## src/rtl/multicycle_alu_if.sv

```systemverilog
// multicycle_alu_if: start/busy/done request and result bus between control FSM and multicycle_alu
interface multicycle_alu_if #(
    parameter int WIDTH        = 32,
    parameter int ALUSEL_WIDTH = 3
);
    logic                    start;
    logic [ALUSEL_WIDTH-1:0] ALUSel;
    logic [WIDTH-1:0]        op_a;
    logic [WIDTH-1:0]        op_b;
    logic                    busy;
    logic                    done;
    logic [WIDTH-1:0]        result;
    logic                    zero;
    modport master (output start, ALUSel, op_a, op_b, input busy, done, result, zero);
    modport slave  (input start, ALUSel, op_a, op_b, output busy, done, result, zero);
endinterface

```

## src/rtl/multicycle_alu.sv

```systemverilog
// multicycle_alu: single-cycle arithmetic/logic ops plus a 1-bit-per-cycle iterative shifter
module multicycle_alu #(
    parameter int WIDTH        = 32,
    parameter int ALUSEL_WIDTH = 3,
    parameter int SHAMT_WIDTH  = 5
) (
    input logic             clk,
    input logic             rst,
    multicycle_alu_if.slave bus
);
    localparam logic [ALUSEL_WIDTH-1:0] ADD = ALUSEL_WIDTH'(0);
    localparam logic [ALUSEL_WIDTH-1:0] SUB = ALUSEL_WIDTH'(1);
    localparam logic [ALUSEL_WIDTH-1:0] SLL = ALUSEL_WIDTH'(2);
    localparam logic [ALUSEL_WIDTH-1:0] XOR = ALUSEL_WIDTH'(3);
    localparam logic [ALUSEL_WIDTH-1:0] SRL = ALUSEL_WIDTH'(4);
    localparam logic [ALUSEL_WIDTH-1:0] SRA = ALUSEL_WIDTH'(5);
    localparam logic [ALUSEL_WIDTH-1:0] OR  = ALUSEL_WIDTH'(6);
    localparam logic [ALUSEL_WIDTH-1:0] AND = ALUSEL_WIDTH'(7);

    typedef enum logic {IDLE, SHIFT} state_t;

    state_t                  r_state, w_state_n;
    logic [WIDTH-1:0]        r_work, w_work_n, r_result, w_result_n, w_alu, w_shifted;
    logic [SHAMT_WIDTH-1:0]  r_cnt, w_cnt_n, w_shamt;
    logic [ALUSEL_WIDTH-1:0] r_op, w_op_n;
    logic                    r_zero, w_zero_n, r_done, w_done_n, w_is_shift;

    assign w_shamt    = bus.op_b[SHAMT_WIDTH-1:0];
    assign w_is_shift = bus.ALUSel inside {SLL, SRL, SRA};
    assign w_shifted  = r_op == SLL ? {r_work[WIDTH-2:0], 1'b0}
                      : r_op == SRA ? {r_work[WIDTH-1], r_work[WIDTH-1:1]}
                      :               {1'b0, r_work[WIDTH-1:1]};

    // Shift ops only reach this path with shamt=0, so they pass op_a through
    always_comb begin
        case (bus.ALUSel)
            ADD:     w_alu = bus.op_a + bus.op_b;
            SUB:     w_alu = bus.op_a + ~bus.op_b + WIDTH'(1);
            XOR:     w_alu = bus.op_a ^ bus.op_b;
            OR:      w_alu = bus.op_a | bus.op_b;
            AND:     w_alu = bus.op_a & bus.op_b;
            default: w_alu = bus.op_a;
        endcase
    end

    always_comb begin
        w_state_n  = r_state;
        w_work_n   = r_work;
        w_cnt_n    = r_cnt;
        w_op_n     = r_op;
        w_result_n = r_result;
        w_zero_n   = r_zero;
        w_done_n   = 1'b0;
        if (r_state == IDLE) begin
            if (bus.start && w_is_shift && w_shamt != '0) begin
                w_state_n = SHIFT;
                w_work_n  = bus.op_a;
                w_cnt_n   = w_shamt;
                w_op_n    = bus.ALUSel;
            end else if (bus.start) begin
                w_result_n = w_alu;
                w_zero_n   = w_alu == '0;
                w_done_n   = 1'b1;
            end
        end else begin
            w_work_n = w_shifted;
            w_cnt_n  = r_cnt - SHAMT_WIDTH'(1);
            if (r_cnt == SHAMT_WIDTH'(1)) begin
                w_state_n  = IDLE;
                w_result_n = w_shifted;
                w_zero_n   = w_shifted == '0;
                w_done_n   = 1'b1;
            end
        end
    end

    always_ff @(posedge clk or posedge rst) begin
        if (rst) begin
            r_state  <= IDLE;
            r_work   <= '0;
            r_cnt    <= '0;
            r_op     <= '0;
            r_result <= '0;
            r_zero   <= 1'b1;
            r_done   <= 1'b0;
        end else begin
            r_state  <= w_state_n;
            r_work   <= w_work_n;
            r_cnt    <= w_cnt_n;
            r_op     <= w_op_n;
            r_result <= w_result_n;
            r_zero   <= w_zero_n;
            r_done   <= w_done_n;
        end
    end

    assign bus.busy   = r_state == SHIFT;
    assign bus.done   = r_done;
    assign bus.result = r_result;
    assign bus.zero   = r_zero;
endmodule

```

## src/flat_wrapper.sv

```systemverilog
// flat-port wrapper written by rule: the top's interface ports become plain ports
module multicycle_alu_flat 
#(
    parameter int WIDTH        = 32,
    parameter int ALUSEL_WIDTH = 3,
    parameter int SHAMT_WIDTH  = 5
)
  (clk, rst, bus_start, bus_ALUSel, bus_op_a, bus_op_b, bus_busy, bus_done, bus_result, bus_zero);
  multicycle_alu_if #(.WIDTH(WIDTH), .ALUSEL_WIDTH(ALUSEL_WIDTH)) bus_i ();
  input logic clk;
  input logic rst;
  input wire logic [$bits(bus_i.start)-1:0] bus_start;
  input wire logic [$bits(bus_i.ALUSel)-1:0] bus_ALUSel;
  input wire logic [$bits(bus_i.op_a)-1:0] bus_op_a;
  input wire logic [$bits(bus_i.op_b)-1:0] bus_op_b;
  output wire logic [$bits(bus_i.busy)-1:0] bus_busy;
  output wire logic [$bits(bus_i.done)-1:0] bus_done;
  output wire logic [$bits(bus_i.result)-1:0] bus_result;
  output wire logic [$bits(bus_i.zero)-1:0] bus_zero;
  assign bus_i.start = bus_start;
  assign bus_i.ALUSel = bus_ALUSel;
  assign bus_i.op_a = bus_op_a;
  assign bus_i.op_b = bus_op_b;
  assign bus_busy = bus_i.busy;
  assign bus_done = bus_i.done;
  assign bus_result = bus_i.result;
  assign bus_zero = bus_i.zero;
  multicycle_alu #(.WIDTH(WIDTH), .ALUSEL_WIDTH(ALUSEL_WIDTH), .SHAMT_WIDTH(SHAMT_WIDTH)) u_core (.clk(clk), .rst(rst), .bus(bus_i));
endmodule
```

## config.mk

```make
export PLATFORM = sky130hd
export DESIGN_NAME = multicycle_alu_flat
export DESIGN_NICKNAME = d
export VERILOG_FILES = /design/src/rtl/multicycle_alu_if.sv /design/src/rtl/multicycle_alu.sv /design/src/flat_wrapper.sv
export SDC_FILE = /design/constraint.sdc
export NUM_CORES = 1
export LEC_CHECK = 0
export ABC_AREA = 1
export BUFFER_PORTS_ARGS = -buffer_cell sky130_fd_sc_hd__clkbuf_2
export CAP_MARGIN = 20
export CORE_MARGIN = 10
export CORE_UTILIZATION = 55
export DETAILED_ROUTE_END_ITERATION = 12
export GPL_ROUTABILITY_DRIVEN = 0
export HOLD_SLACK_MARGIN = 0.08
export PLACE_DENSITY = 0.77
export SYNTH_ARGS = -nofsm -noshare
export SYNTH_HDL_FRONTEND = slang
export SYNTH_SLANG_ARGS = --single-unit
```

## constraint.sdc

```tcl
create_clock -name clk -period 5.85 [get_ports clk]
set_clock_uncertainty 0.05 [all_clocks]
set_input_delay 1.4625 -clock clk [delete_from_list [all_inputs] [get_ports clk]]
set_output_delay 1.4625 -clock clk [all_outputs]
set_load 0.02 [all_outputs]
```

-- After elaboration in Yosys (flattened, before gate mapping)
Cells that the tools add are included.
- register bits after elaboration: 75
- bits in latches: 0
- bits in writable memories: 0
- memory bits (read-only): 0
- input port bits: 70
- output and inout port bits: 35
- word-level logic and storage cells: 61
- memories kept: 0
- $add $sub $neg: 4
- $mul: 0
- divide/modulo/power cells: 0
- magnitude comparators: 0
- equality and inequality tests: 12
- shift operators: 0
- multiplexer cells: 22
- bitwise operators: 5
- reduce and logical (&&, ||, !) cells: 11
- operators by type and width (kind ; count):
    $mux W32 ; 8
    $pmux W32 S5 ; 1
    $add A32 B32 Y32 ; 2
    $logic_not A32 Y1 ; 2
    $add A32 B1 Y32 const B ; 1
    $and A32 B32 Y32 ; 1
    $not A32 Y32 ; 1
    $or A32 B32 Y32 ; 1
    $xor A32 B32 Y32 ; 1
    $eq A3 B3 Y1 const B ; 5
    $mux W1 ; 11
    $mux W5 ; 2
    $eq A3 B2 Y1 const B ; 3
    $eq A5 B1 Y1 const B ; 1
    $reduce_bool A5 Y1 ; 1
    $sub A5 B1 Y5 const B ; 1
    $reduce_bool A2 Y1 ; 2
    $eq A3 B1 Y1 const B ; 1
    $logic_not A3 Y1 ; 1
    $reduce_and A3 Y1 ; 1
    $reduce_bool A3 Y1 ; 1
    $logic_and A1 B1 Y1 ; 2
    $ne A2 B1 Y1 const B ; 1
    $ne A2 B2 Y1 const B ; 1
    other kinds (2) ; 2

-- Depth between registers and ports, before layout
Gate-level depths: netlist (run 1).
- depth after elaboration: 8
- mapped depth: 23
- mapped depth without buffers: 22

-- Worst setup path before layout (run 1)
Ideal clock, no wire load.
- path kind: in2reg
- start: input bus_op_b[0]
- end: register u_core.r_zero (netlist: u_core.bus.zero)
- library setup time: 68 ps
- arrival time: 3345 ps
- data required time: 5732 ps
- path slack: 2387 ps
- stages: 21
- path buffers: 0
- cells stage by stage: ha_1 > fa_1 > nand2_1 > inv_1 > nand2_1 > nand2_2 > nand2_2 > nand2_2 > nand2_1 > nand2_1 > nand2_1 > nand3_1 > nand3_1 > nand3_1 > nand2_1 > nand2_1 > nor2_1 > nand2_1 > nor2_1 > nand2_1 > a21oi_2
- cells in the longest elaborated chain, start to end: 8
- elaborated cells between the ends (all ways): 16
- RTL lines (item ; line ; text):
    from (decl) ; flat_wrapper.sv:15 ; input wire logic [$bits(bus_i.op_b)-1:0] bus_op_b;
    $not A32 Y32 ; multicycle_alu.sv:38 ; SUB: w_alu = bus.op_a + ~bus.op_b + WIDTH'(1);
    $add A32 B32 Y32 ; multicycle_alu.sv:38 ;
    $add A32 B1 Y32 ; multicycle_alu.sv:38 ;
    $pmux W32 S5 ; multicycle_alu.sv:36 ; case (bus.ALUSel)
    $logic_not A32 Y1 ; multicycle_alu.sv:62 ; w_zero_n = w_alu == '0;
    $mux W1 ; multicycle_alu.sv:60 ; end else if (bus.start) begin
    $mux W1 ; multicycle_alu.sv:55 ; if (bus.start && w_is_shift && w_shamt != '0) begin
    $mux W1 ; multicycle_alu.sv:54 ; if (r_state == IDLE) begin
    to (signal assigned) ; multicycle_alu.sv:92 ; r_zero <= w_zero_n;
    to (decl) ; multicycle_alu.sv:26 ; logic r_zero, w_zero_n, r_done, w_done_n, w_is_shift;
Parallel ways exist; a longest one is shown, timed or not. The select of a mux whose other input is x is not followed.
A chain may end at the register's enable or synchronous reset.

-- Worst setup path in the final report (run 1)
- start: input bus_op_a[19]
- end: register u_core.r_zero (netlist: u_core.bus.zero)
- cells in the longest elaborated chain, start to end: 7
- elaborated cells between the ends (all ways): 11
- RTL lines (item ; line ; text):
    from (decl) ; flat_wrapper.sv:14 ; input wire logic [$bits(bus_i.op_a)-1:0] bus_op_a;
    $add A32 B32 Y32 ; multicycle_alu.sv:38 ;
    $add A32 B1 Y32 ; multicycle_alu.sv:38 ;
    $pmux W32 S5 (*) ; multicycle_alu.sv:36 ;
    $logic_not A32 Y1 (*) ; multicycle_alu.sv:62 ;
    $mux W1 (*) ; multicycle_alu.sv:60 ;
    $mux W1 (*) ; multicycle_alu.sv:55 ;
    $mux W1 (*) ; multicycle_alu.sv:54 ;
Every way passes the cells marked *; elsewhere a longest branch is shown, timed or not. The select of a mux whose other input is x is not followed.

==> results.md, run 1 <==
- DRT Pass-1 Iters: 6
- Post-layout net count: just under 2000
- Drt initial violations: approximately 1600
- Synth area leader: dfrtp_1
- Clock Tree Buf Depth: 2
- Metal3 WL: about 4500 µm
- Slew HR: 31.36%
- CTS clk-pin slew, worst paths: ~0.06 ns
- Synth Area in Simple Gates: about 39%
- H-tree depth: 3
- Setup CP Type: in2reg
- Clock buffer count from CTS: 9
- # setup viols final: 0
- Residual DRC: 0
- Synth top area cells: dfrtp_1 18%, nand2_1 16%, ha_1 13%
- Multiplexer area fraction after synthesis: 0%
- Fin crit share: 69.44%
- Die area: around 25000 µm²
- Max-cap viol count: 0
- Share of the synthesized area in the top cell type: about 18%
- Avg Synthesized Cell Area: roughly 6.0 µm²
- First-pass GRT wire length: ~57000 µm
- Io pins: 105
- Asr flop ratio synth: 100.0%
- Arrival @ worst endpoint: between 4 and 5 ns
- Main synth FF type: dfrtp_1
- Worst-Skew Late Latency: 0.34 ns
- WL per Instance: between 15 and 20 µm
- I/O Buffers: roughly 100
- Area growth, synth to finish: 8.223%
- Synth Area in Adders: 13.10%
- FF-to-FF setup slack: 3.17 ns
- Grt total ovfl: 0
- XOR/XNOR Fraction of Synth Area: 0%
- Slew @ Worst Pin: roughly 1 ns
- CTS tree: yes
- Synth warn: 0
- WL final: 37110 µm
- Lkg Pwr: between 6 and 7 nW
- Post-route ant nets: 0
- Sequential area share after synthesis: 18.18%
- Peak supply drop: 0.1871 mV
- Status: finished, final reports clean
- CTS root buf: clkbuf_16
- Routed via count: ~12000
- Post-CTS Hold Buffers: 0
- Commonest non-fill, non-tap cell in the layout: nand2_1
- CP startpoint: bus_op_a[19]
- Compound-Gate Fraction of Synth Area: about 15%
- Cell variety after synth: 54
- GRT Util Overall: 28.98%
- Final Hold Fails: 0
- Die H: about 160 µm
- Ant diodes: 0
- Worst setup SP type: input port
- Post-DR vias/cell: between 5 and 6
- Clock Sinks: 75
- Worst r2r path cells: 7
- Crit end category: flop
- Wl on met1: 15320 µm
- Final Critical Period: about 4.1 ns
- R2R Path Start: u_core.bus.busy
- Initial antenna violation count: 0
- Post-CTS repair timing setup buffer count: 0
- Max frequency: 246.2 MHz
- Synth Register Bits: 75
- Reg-to-reg endpoint: u_core.bus.result[16]
- PD cells: about 330 nW/µm²
- Max Used Layer: met4
- Largest family of logic cells by synthesized area: simple AND/OR/NAND/NOR gates
- Cell count after synthesis: between 1500 and 2000
- Post-DP HPWL: around 30000 µm
- Mapped cell area: roughly 10000 µm²
- WP data required: about 6.1 ns
- Final Cell Area: 11180 µm²
- Unrepaired setup endpoints after global routing: no
- Net Count, Synth: between 1500 and 2000
- Vias in the first global route: around 11000
- Setup TNS: 0 ns
- Starting density of the core: a little under three fifths
- Core ar.: around 19000 µm²
- EDFF count, synth: 0
- Die width: approximately 160 µm
- Final max-slew violation count: 0
- Layout cells sized above 1: 11.91%
- Post-cts sizing count: 0
- CP Capture Point: u_core.bus.zero
- Largest net degree at the start of global routing: 66
- Hold WC Path Type: reg2reg
- Met2 wire length: between 15000 and 20000 µm
- Commonest non-fill, non-tap cells in the layout: 445 x nand2_1, 262 x inv_1, 209 x nor2_1
- Critical-path maximum fanout: 8
- Placed cell areas: 10840 µm²
- Row count: 50
-- cells by family (layout without fill, tap and decap cells) --
group	Yosys count	in the layout
AND/OR/NAND/NOR	943	943
buffers and inverters	349	406
AO/OA/AOI/OAI	240	240
adder cells (fa/ha/maj)	107	107
flip-flops	75	75
-- metrics by stage --
step	hold slack, ns	instances	util, %	power, W	worst slack, ns
floorplan	0.4363	1714	-	0.002458	2.387
global placement	0.4483	1988	58.22	0.002986	1.614
detailed placement	0.4490	1989	58.36	0.003044	1.582
CTS	0.4584	2005	60.18	0.003670	1.917
global route	0.4767	2005	60.18	0.003986	1.542
finish	0.4630	2005	60.18	0.003720	1.788
-- synth_stat cells (all sizes together) (2+ instances only) --
cell / number
a211oi: 7
a21o: 2
a21oi: 55
a221oi: 16
a31oi: 32
and2: 2
and3: 2
buf: 50
clkbuf: 22
dfrtp: 74
fa: 2
ha: 105
inv: 276
nand2: 455
nand3: 175
nand3b: 3
nand4: 40
nor2: 217
nor3: 14
nor3b: 2
nor4: 5
o211ai: 8
o21ai: 59
o21bai: 13
o221ai: 29
o22ai: 14
or2: 28
-- registers in the layout (all words and copies together) (netlist names) --
name,count
u_core.bus.zero,1
u_core.bus.done,1
u_core.r_work,32
u_core.r_op,3
u_core.bus.busy,1
u_core.r_cnt,5
u_core.bus.result,32
-- routing by layer --
layer	track usage (%)	up-vias
li1	-	5678
met1	39.43	5432
met2	44.83	776
met3	5.595	116
met4	10.06	0
met5	0	-
-- worst min-delay path by stage --
stage	from	endpoint	slack (ns)	depth (start not counted)
after detailed placement	u_core.bus.result[1]	u_core.bus.result[1]	0.45	2
after global placement	u_core.r_op[2]	u_core.r_op[2]	0.45	1
final	u_core.bus.result[1]	u_core.bus.result[1]	0.46	2
after global routing	u_core.bus.result[1]	u_core.bus.result[1]	0.48	2
after CTS	u_core.bus.result[1]	u_core.bus.result[1]	0.46	2
after floorplan	u_core.r_op[2]	u_core.r_op[2]	0.44	1
-- where the power goes --
group          switching (W)  internal (W)  total, W  leakage (nW)
Combinational        0.00143      0.000723   0.00215          4.98
Sequential          0.000155      0.000794  0.000949         0.886
Clock               0.000219      0.000398  0.000617         0.162
-- cell type report --
class / count / area [µm²]
Fill cell: 1839 / 7398
Multi-Input combinational cell: 1290 / 7023
Sequential cell: 75 / 1878
Inverter: 277 / 1042
Timing Repair Buffer: 113 / 608.1
Tap cell: 234 / 292.8
Clock buffer: 11 / 252.7
Clock inverter: 5 / 85.08
-- worst max-delay path: stages --
cell,delay [ns]
clkbuf_2,0.14
inv_1,0.10
ha_1,0.49
inv_1,0.16
a21oi_1,0.33
nand2_1,0.14
a21oi_2,0.24
nor2_1,0.08
nor2_1,0.13
nand3_1,0.09
nand3_1,0.09
nand4_1,0.25
nor2_1,0.18
nand2_1,0.09
nor2_1,0.12
nand2_1,0.07
a21oi_2,0.11
Note: power is estimated with default switching activity, not from simulation.
==> run 2: changes to the inputs <==
--- a/config.mk
+++ b/config.mk
@@ -13,7 +13,7 @@
 export DETAILED_ROUTE_END_ITERATION = 12
 export GPL_ROUTABILITY_DRIVEN = 0
 export HOLD_SLACK_MARGIN = 0.08
-export PLACE_DENSITY = 0.77
+export PLACE_DENSITY = 0.8
 export SYNTH_ARGS = -nofsm -noshare
 export SYNTH_HDL_FRONTEND = slang
 export SYNTH_SLANG_ARGS = --single-unit
==> constraint.sdc (replaced) <==
create_clock -name clk -period 3.52 [get_ports clk]
set_clock_uncertainty 0.05 [all_clocks]
set_input_delay 0.88 -clock clk [delete_from_list [all_inputs] [get_ports clk]]
set_output_delay 0.88 -clock clk [all_outputs]
set_load 0.02 [all_outputs]
==> run 2 against run 1 <==
Against the previous run:
- total power increased by 65%
- utilization is 3.5 points higher
- die area did not move
- wire length rose by 0.43%
- critical endpoint unchanged
- largest power group unchanged
- highest routed layer unchanged
==> results.md, run 2 (synthesized netlist as in run 1, its figures left out) <==
- Status: finished, final reports clean (unchanged)
- Max Used Layer: met4 (unchanged)
- I/O Buffers: 104 (unchanged)
- Top Family by Delay on Critical Path: simple AND/OR/NAND/NOR gates (unchanged)
- Final max-slew violation count: 0 (unchanged)
- Placed Cells: 2082 (was 1989)
- Internal power: 0.003168 W (was 0.001915 W)
- Slew @ Worst Pin: 0.6020 ns (was 1.027 ns)
- Unrepaired setup endpoints after global routing: no (unchanged)
- Area growth, synth to finish: 14.59% (was 8.223%)
- Final Hold Fails: 0 (unchanged)
- Core ar.: 18580 µm² (unchanged)
- Die width: 157.1 µm (unchanged)
- Row count: 50 (unchanged)
- Cell mode on critical path: nand2_1 (was nor2_1)
- Commonest non-fill, non-tap cells in the layout: 445 x nand2_1, 262 x inv_1, 209 x nor2_1 (unchanged)
- Vias in the first global route: 11540 (was 10900)
- H-tree depth: 3 (unchanged)
- Post-cts sizing count: 0 (unchanged)
- Post-layout net count: 2036 (was 1943)
- Post-route ant nets: 0 (unchanged)
- Ant diodes: 0 (unchanged)
- Grt total ovfl: 0 (unchanged)
- Peak supply drop: 0.3666 mV (was 0.1871 mV)
- Slew HR: 59.82% (was 31.36%)
- Arrival @ worst endpoint: 3.54 ns (was 4.28 ns)
- Commonest non-fill, non-tap cell in the layout: nand2_1 (unchanged)
- Drt initial violations: 1713 (was 1621)
- Initial antenna violation count: 0 (unchanged)
- Routed via count: 12460 (was 12000)
- Wl on met1: 14800 µm (was 15320 µm)
- Clock Tree Buf Depth: 2 (unchanged)
- Die area: 24670 µm² (unchanged)
- Seq pwr share: 25.4% (was 25.5%)
- CP cell instances: clkbuf_2 -> inv_1 -> ha_1 -> inv_1 -> fa_1 -> nand2_1 -> nand2_1 -> nand2_1 -> nand2_1 -> nand3_1 -> nand3_1 -> nand3_1 -> nand4_1 -> nor2_1 -> nand4_1 -> nor2_1 -> nand2_1 -> a21oi_2 (was clkbuf_2 -> inv_1 -> ha_1 -> inv_1 -> a21oi_1 -> nand2_1 -> a21oi_2 -> nor2_1 -> nor2_1 -> nand3_1 -> nand3_1 -> nand4_1 -> nor2_1 -> nand2_1 -> nor2_1 -> nand2_1 -> a21oi_2)
- Worst-Skew Late Latency: 0.33 ns (was 0.34 ns)
- Max frequency: just over 300 MHz
- Hold WC Path Type: reg2reg (unchanged)
- Residual DRC: 0 (unchanged)
- First-pass GRT wire length: 58880 µm (was 57010 µm)
- CTS clk-pin slew, worst paths: 0.05 ns (was 0.06 ns)
- Worst path slowest cell: fa_1 (was ha_1)
- Final Critical Period: 3.316 ns
- CTS root buf: clkbuf_16 (unchanged)
- Lkg Pwr: 6.461 nW (was 6.029 nW)
- Critical path's largest stage delay: 0.47 ns (was 0.49 ns)
- Max-cap viol count: 0 (unchanged)
- CTS tree: yes (unchanged)
- Layout cells sized above 1: 16.21% (was 11.91%)
- Combinational Power Share: 60.7% (was 57.9%)
- Post-CTS repair timing setup buffer count: 0 (unchanged)
- Post-CTS Hold Buffers: 0 (unchanged)
- WL per Instance: 17.77 µm (was 18.51 µm)
- Clock Sinks: 75 (unchanged)
- Clk pwr share: 13.9% (was 16.6%)
- GRT Util Overall: 29.64% (was 28.98%)
- Clock buffer count from CTS: 9 (unchanged)
- WP data required: 3.74 ns (was 6.07 ns)
- # setup viols final: 0 (unchanged)
- Crit end category: flop (unchanged)
- PD cells: 519.0 nW/µm² (was 332.7 nW/µm²)
- DRT Pass-1 Iters: 7 (was 6)
- Largest net degree at the start of global routing: 58 (was 66)
- Met2 wire length: 15760 µm (was 15890 µm)
- WL final: 37260 µm (was 37110 µm)
- Starting density of the core: 55.61% (unchanged)
- Io pins: 105 (unchanged)
- Post-DR vias/cell: 5.941 (was 5.986)
- Final Cell Area: 11840 µm² (was 11180 µm²)
- Setup CP Type: in2reg (unchanged)
- Post-DP HPWL: 30180 µm (was 29610 µm)
- Switching Share: 48.45% (was 48.51%)
- Critical-path maximum fanout: 4 (was 8)
- Metal3 WL: 5052 µm (was 4491 µm)
- Placed cell areas: 11560 µm² (was 10840 µm²)
- Worst setup SP type: input port (unchanged)
- Fin crit share: a little over nine tenths
- Die H: 157.1 µm (unchanged)
- Net load switching power: 0.002977 W (was 0.001804 W)
- Final std cells w/o fill: 2097 (was 2005)
- Crit path buf inv count: 3 (unchanged)
==> run 2: cell count changes in the layout (fill, tap and decap cells not counted) <==
cell	before	now
clkinv_2	0	2
buf_16	1	0
bufinv_16	2	0
clkinvlp_4	1	0
clkbuf_1	0	1
clkinv_4	2	0
buf_12	0	3
clkbuf_8	2	3
buf_4	8	99
==> run 2: layout make-up <==
class / count / area (µm²)
clock buffers: 13 / 270.3
clock inverters: 2 / 10.01
fillers: 1728 / 6740
inverters: 277 / 1042
multi-input cells: 1290 / 7023
flip-flops and latches: 75 / 1878
well taps: 234 / 292.8
repair buffers: 206 / 1324
==> run 2: worst paths after layout <==
kind,slack [ns],cells after the start,from,endpoint
max reg2reg,0.84,8,u_core.r_op[2],u_core.bus.zero
min,0.45,2,u_core.bus.result[1],u_core.bus.result[1]
max in group asynchronous,2.19,3,rst,u_core.r_cnt[3]
max,0.20,18,bus_op_a[0],u_core.bus.zero
min reg2reg,0.45,2,u_core.bus.result[1],u_core.bus.result[1]
min in group asynchronous,0.49,2,rst,u_core.bus.result[24]
==> run 2: per-layer routing <==
metal	track usage (%)	vias up
met5	0	-
met4	11.89	0
met1	39.15	5559
met2	45.44	893
li1	-	5858
met3	7.287	149
==> run 2: worst min-delay path, cell delays in order (launching register included) <==
cell and delay (ns):
dfrtp_1 0.36, nand2_1 0.06, nand2_1 0.06
==> run 2: power groups by stage <==
stage | registers (W) | logic [W] | clock network, W
2_1_floorplan | 0.00176 | 0.00232 | 0
3_3_place_gp | 0.00154 | 0.00355 | 0
3_5_place_dp | 0.00156 | 0.00362 | 0
4_1_cts | 0.00156 | 0.00366 | 0.000859
5_1_grt | 0.00162 | 0.00412 | 0.000895
6_report | 0.00156 | 0.00373 | 0.000856
==> run 2: stage by stage <==
step / power (W) / TNS, ns / setup slack, ns / hold WS [ns] / util (%)
4_1_cts: 0.006072 / 0 / 0.3224 / 0.4521 / 63.72
6_report: 0.006146 / 0 / 0.2037 / 0.4534 / 63.72
3_3_place_gp: 0.005094 / 0 / 0.01170 / 0.4298 / 62.22
2_1_floorplan: 0.004086 / 0 / 0.6391 / 0.4363 / -
3_5_place_dp: 0.005182 / -0.002719 / -0.002719 / 0.4394 / 62.22
5_1_grt: 0.006628 / 0 / 0.01576 / 0.4828 / 63.72
==> run 3: changes to the inputs <==
--- a/config.mk
+++ b/config.mk
@@ -9,11 +9,13 @@
 export BUFFER_PORTS_ARGS = -buffer_cell sky130_fd_sc_hd__clkbuf_2
 export CAP_MARGIN = 20
 export CORE_MARGIN = 10
-export CORE_UTILIZATION = 55
+export CORE_UTILIZATION = 45
 export DETAILED_ROUTE_END_ITERATION = 12
 export GPL_ROUTABILITY_DRIVEN = 0
 export HOLD_SLACK_MARGIN = 0.08
-export PLACE_DENSITY = 0.8
+export MAX_ROUTING_LAYER = met4
+export PLACE_DENSITY = 0.68
+export SKIP_LAST_GASP = 1
 export SYNTH_ARGS = -nofsm -noshare
 export SYNTH_HDL_FRONTEND = slang
 export SYNTH_SLANG_ARGS = --single-unit
==> run 3 against run 2 <==
Against the previous run:
- via count down 2.7%
- die area is 19% higher
- cell area rose by 1.4%
- worst setup slack got worse by 0.032 ns
- final cell count rose by 2.9%
- critical path depth is the same
- sequential power barely moved
- sequential share of layout area decreased by 0.22 points
- combinational power is 1% higher
- total power increased by 1.7%
- clock-buffer cell count shrank 3
- largest cell class unchanged
- largest power group unchanged
==> results.md, run 3 (synthesized netlist as in run 1, its figures left out) <==
- Status: finished, final reports clean (unchanged)
- Final Hold Fails: 0 (unchanged)
- Slew @ Worst Pin: 0.5748 ns (was 0.6020 ns)
- CP cell instances: clkbuf_2 -> inv_1 -> ha_1 -> buf_4 -> inv_2 -> a21oi_4 -> o21bai_1 -> nand2_1 -> nand3_1 -> nand3_1 -> nand4_1 -> nand3_1 -> nand4_1 -> nor2_1 -> nand2_1 -> nor2_1 -> nand2_1 -> a21oi_2 (was clkbuf_2 -> inv_1 -> ha_1 -> inv_1 -> fa_1 -> nand2_1 -> nand2_1 -> nand2_1 -> nand2_1 -> nand3_1 -> nand3_1 -> nand3_1 -> nand4_1 -> nor2_1 -> nand4_1 -> nor2_1 -> nand2_1 -> a21oi_2)
- R2R Path Start: u_core.r_op[0] (was u_core.r_op[2])
- Post-DR vias/cell: 5.616 (was 5.941)
- Final Cell Area: 12010 µm² (was 11840 µm²)
- Io pins: 105 (unchanged)
- CTS tree: yes (unchanged)
- Clock Tree Buf Depth: 2 (unchanged)
- Hold Slack: 0.4374 ns (was 0.4534 ns)
- Ant diodes: 0 (unchanged)
- CP startpoint: bus_op_b[4] (was bus_op_a[0])
- WL final: 38650 µm (was 37260 µm)
- Fin crit share: 95.12% (was 94.21%)
- Lkg Pwr: 6.505 nW (was 6.461 nW)
- Post-route ant nets: 0 (unchanged)
- Sequential cell area: 1878 µm² (unchanged)
- Critical-path maximum fanout: 7 (was 4)
- Post-DP HPWL: 31670 µm (was 30180 µm)
- PnR Total Power: 0.006251 W (was 0.006146 W)
- Multi-input gate area: 7018 µm² (was 7023 µm²)
- GRT Util Overall: 26.55% (was 29.64%)
- I/O Buffers: 104 (unchanged)
- Final Critical Period: 3.348 ns (was 3.316 ns)
- Fillers: 2342 (was 1728)
- Commonest non-fill, non-tap cells in the layout: 445 x nand2_1, 262 x inv_1, 209 x nor2_1 (unchanged)
- Commonest non-fill, non-tap cell in the layout: nand2_1 (unchanged)
- First-pass GRT wire length: 60110 µm (was 58880 µm)
- Initial antenna violation count: 0 (unchanged)
- Row count: 55 (was 50)
- CTS clk-pin slew, worst paths: 0.06 ns (was 0.05 ns)
- PD cells: 520.6 nW/µm² (was 519.0 nW/µm²)
- Die width: 171.5 µm (was 157.1 µm)
- Worst-Skew Late Latency: 0.34 ns (was 0.33 ns)
- Setup CP Type: in2reg (unchanged)
- Die H: 171.5 µm (was 157.1 µm)
- WL per Instance: 17.91 µm (was 17.77 µm)
- Residual DRC: 0 (unchanged)
- Clock buffer count from CTS: 9 (unchanged)
- Arrival @ worst endpoint: 3.57 ns (was 3.54 ns)
- WP data required: 3.75 ns (was 3.74 ns)
- Largest net degree at the start of global routing: 57 (was 58)
- Slew HR: 61.27% (was 59.82%)
- Reg-to-reg endpoint: u_core.bus.zero (unchanged)
- # setup viols final: 0 (unchanged)
- Die area: 29420 µm² (was 24670 µm²)
- Post-cts sizing count: 0 (unchanged)
- Worst r2r path cells: 8 (unchanged)
- Worst path slowest cell: ha_1 (was fa_1)
- Layout cells sized above 1: 16.66% (was 16.21%)
- Worst setup SP type: input port (unchanged)
- Critical path's largest stage delay: 0.45 ns (was 0.47 ns)
- Routed via count: 12120 (was 12460)
- CP Capture Point: u_core.bus.zero (unchanged)
- Starting density of the core: 45.64% (was 55.61%)
- Drt initial violations: 1476 (was 1713)
- Max frequency: 298.7 MHz (was 301.5 MHz)
- CTS root buf: clkbuf_16 (unchanged)
- Core ar.: 22640 µm² (was 18580 µm²)
- Unrepaired setup endpoints after global routing: no (unchanged)
- Max-cap viol count: 0 (unchanged)
- Final max-slew violation count: 0 (unchanged)
- Post-layout net count: 2045 (was 2036)
- H-tree depth: 3 (unchanged)
- DRT Pass-1 Iters: 8 (was 7)
- Crit end category: flop (unchanged)
- FF-to-FF setup slack: 0.90 ns (was 0.84 ns)
- Clock Sinks: 75 (unchanged)
- Vias in the first global route: 11240 (was 11540)
- Grt total ovfl: 0 (unchanged)
- Area growth, synth to finish: 16.21% (was 14.59%)
- Post-CTS Hold Buffers: 0 (unchanged)
- Peak supply drop: 0.3061 mV (was 0.3666 mV)
- Post-CTS repair timing setup buffer count: 0 (unchanged)
- Hold WC Path Type: reg2reg (unchanged)
- Placed cell areas: 11690 µm² (was 11560 µm²)
-- run 3: area by class of cell --
| class | instances | share of cell area, % |
|---|---|---|
| clock inverters | 6 | 0.5523 |
| inverters | 277 | 8.690 |
| repair buffers | 215 | 11.80 |
| multi-input cells | 1290 | 58.45 |
| flip-flops and latches | 75 | 15.64 |
| well taps | 285 | 2.970 |
| clock buffers | 10 | 1.907 |
-- run 3: worst max-delay path, delay by kind of cell --
family | cells | cell delay, ns
adder cells (fa/ha/maj) | 1 | 0.45
buffers and inverters | 4 | 0.50
AO/OA/AOI/OAI | 3 | 0.39
AND/OR/NAND/NOR | 10 | 1.35
-- run 3: power breakdown --
part           switching, W  internal, W
clock network      0.000376     0.000549
logic               0.00242      0.00135
registers          0.000243      0.00132
total               0.00303      0.00322
-- run 3: worst min-delay path by stage --
stage | startpoint | to | slack [ns] | cells after the start
5_1_grt | u_core.bus.result[1] | u_core.bus.result[1] | 0.47 | 2
6_report | u_core.bus.result[1] | u_core.bus.result[1] | 0.44 | 2
3_5_place_dp | u_core.bus.result[1] | u_core.bus.result[1] | 0.42 | 2
2_1_floorplan | u_core.r_op[2] | u_core.r_op[2] | 0.44 | 1
3_3_place_gp | u_core.bus.result[1] | u_core.bus.result[1] | 0.43 | 2
4_1_cts | u_core.bus.result[1] | u_core.bus.result[1] | 0.43 | 2
-- run 3: layer usage --
layer | vias to the layer above | wire length (µm) | track usage [%]
met3 | 70 | 3996 | 4.057
met4 | 0 | 1059 | 8.318
met2 | 624 | 16940 | 40.69
met5 | - | 0 | -
li1 | 5884 | - | -
met1 | 5541 | 16650 | 35.23
-- run 3: per-stage QoR --
step,setup TNS (ns),cells,worst slack (ns),utilization (%)
floorplan,0,1714,0.6391,-
global placement,-0.05141,2141,-0.05141,51.64
detailed placement,-0.05115,2141,-0.05115,51.64
CTS,0,2157,0.2957,52.95
global route,0,2158,0.02954,53.04
finish,0,2158,0.1716,53.04
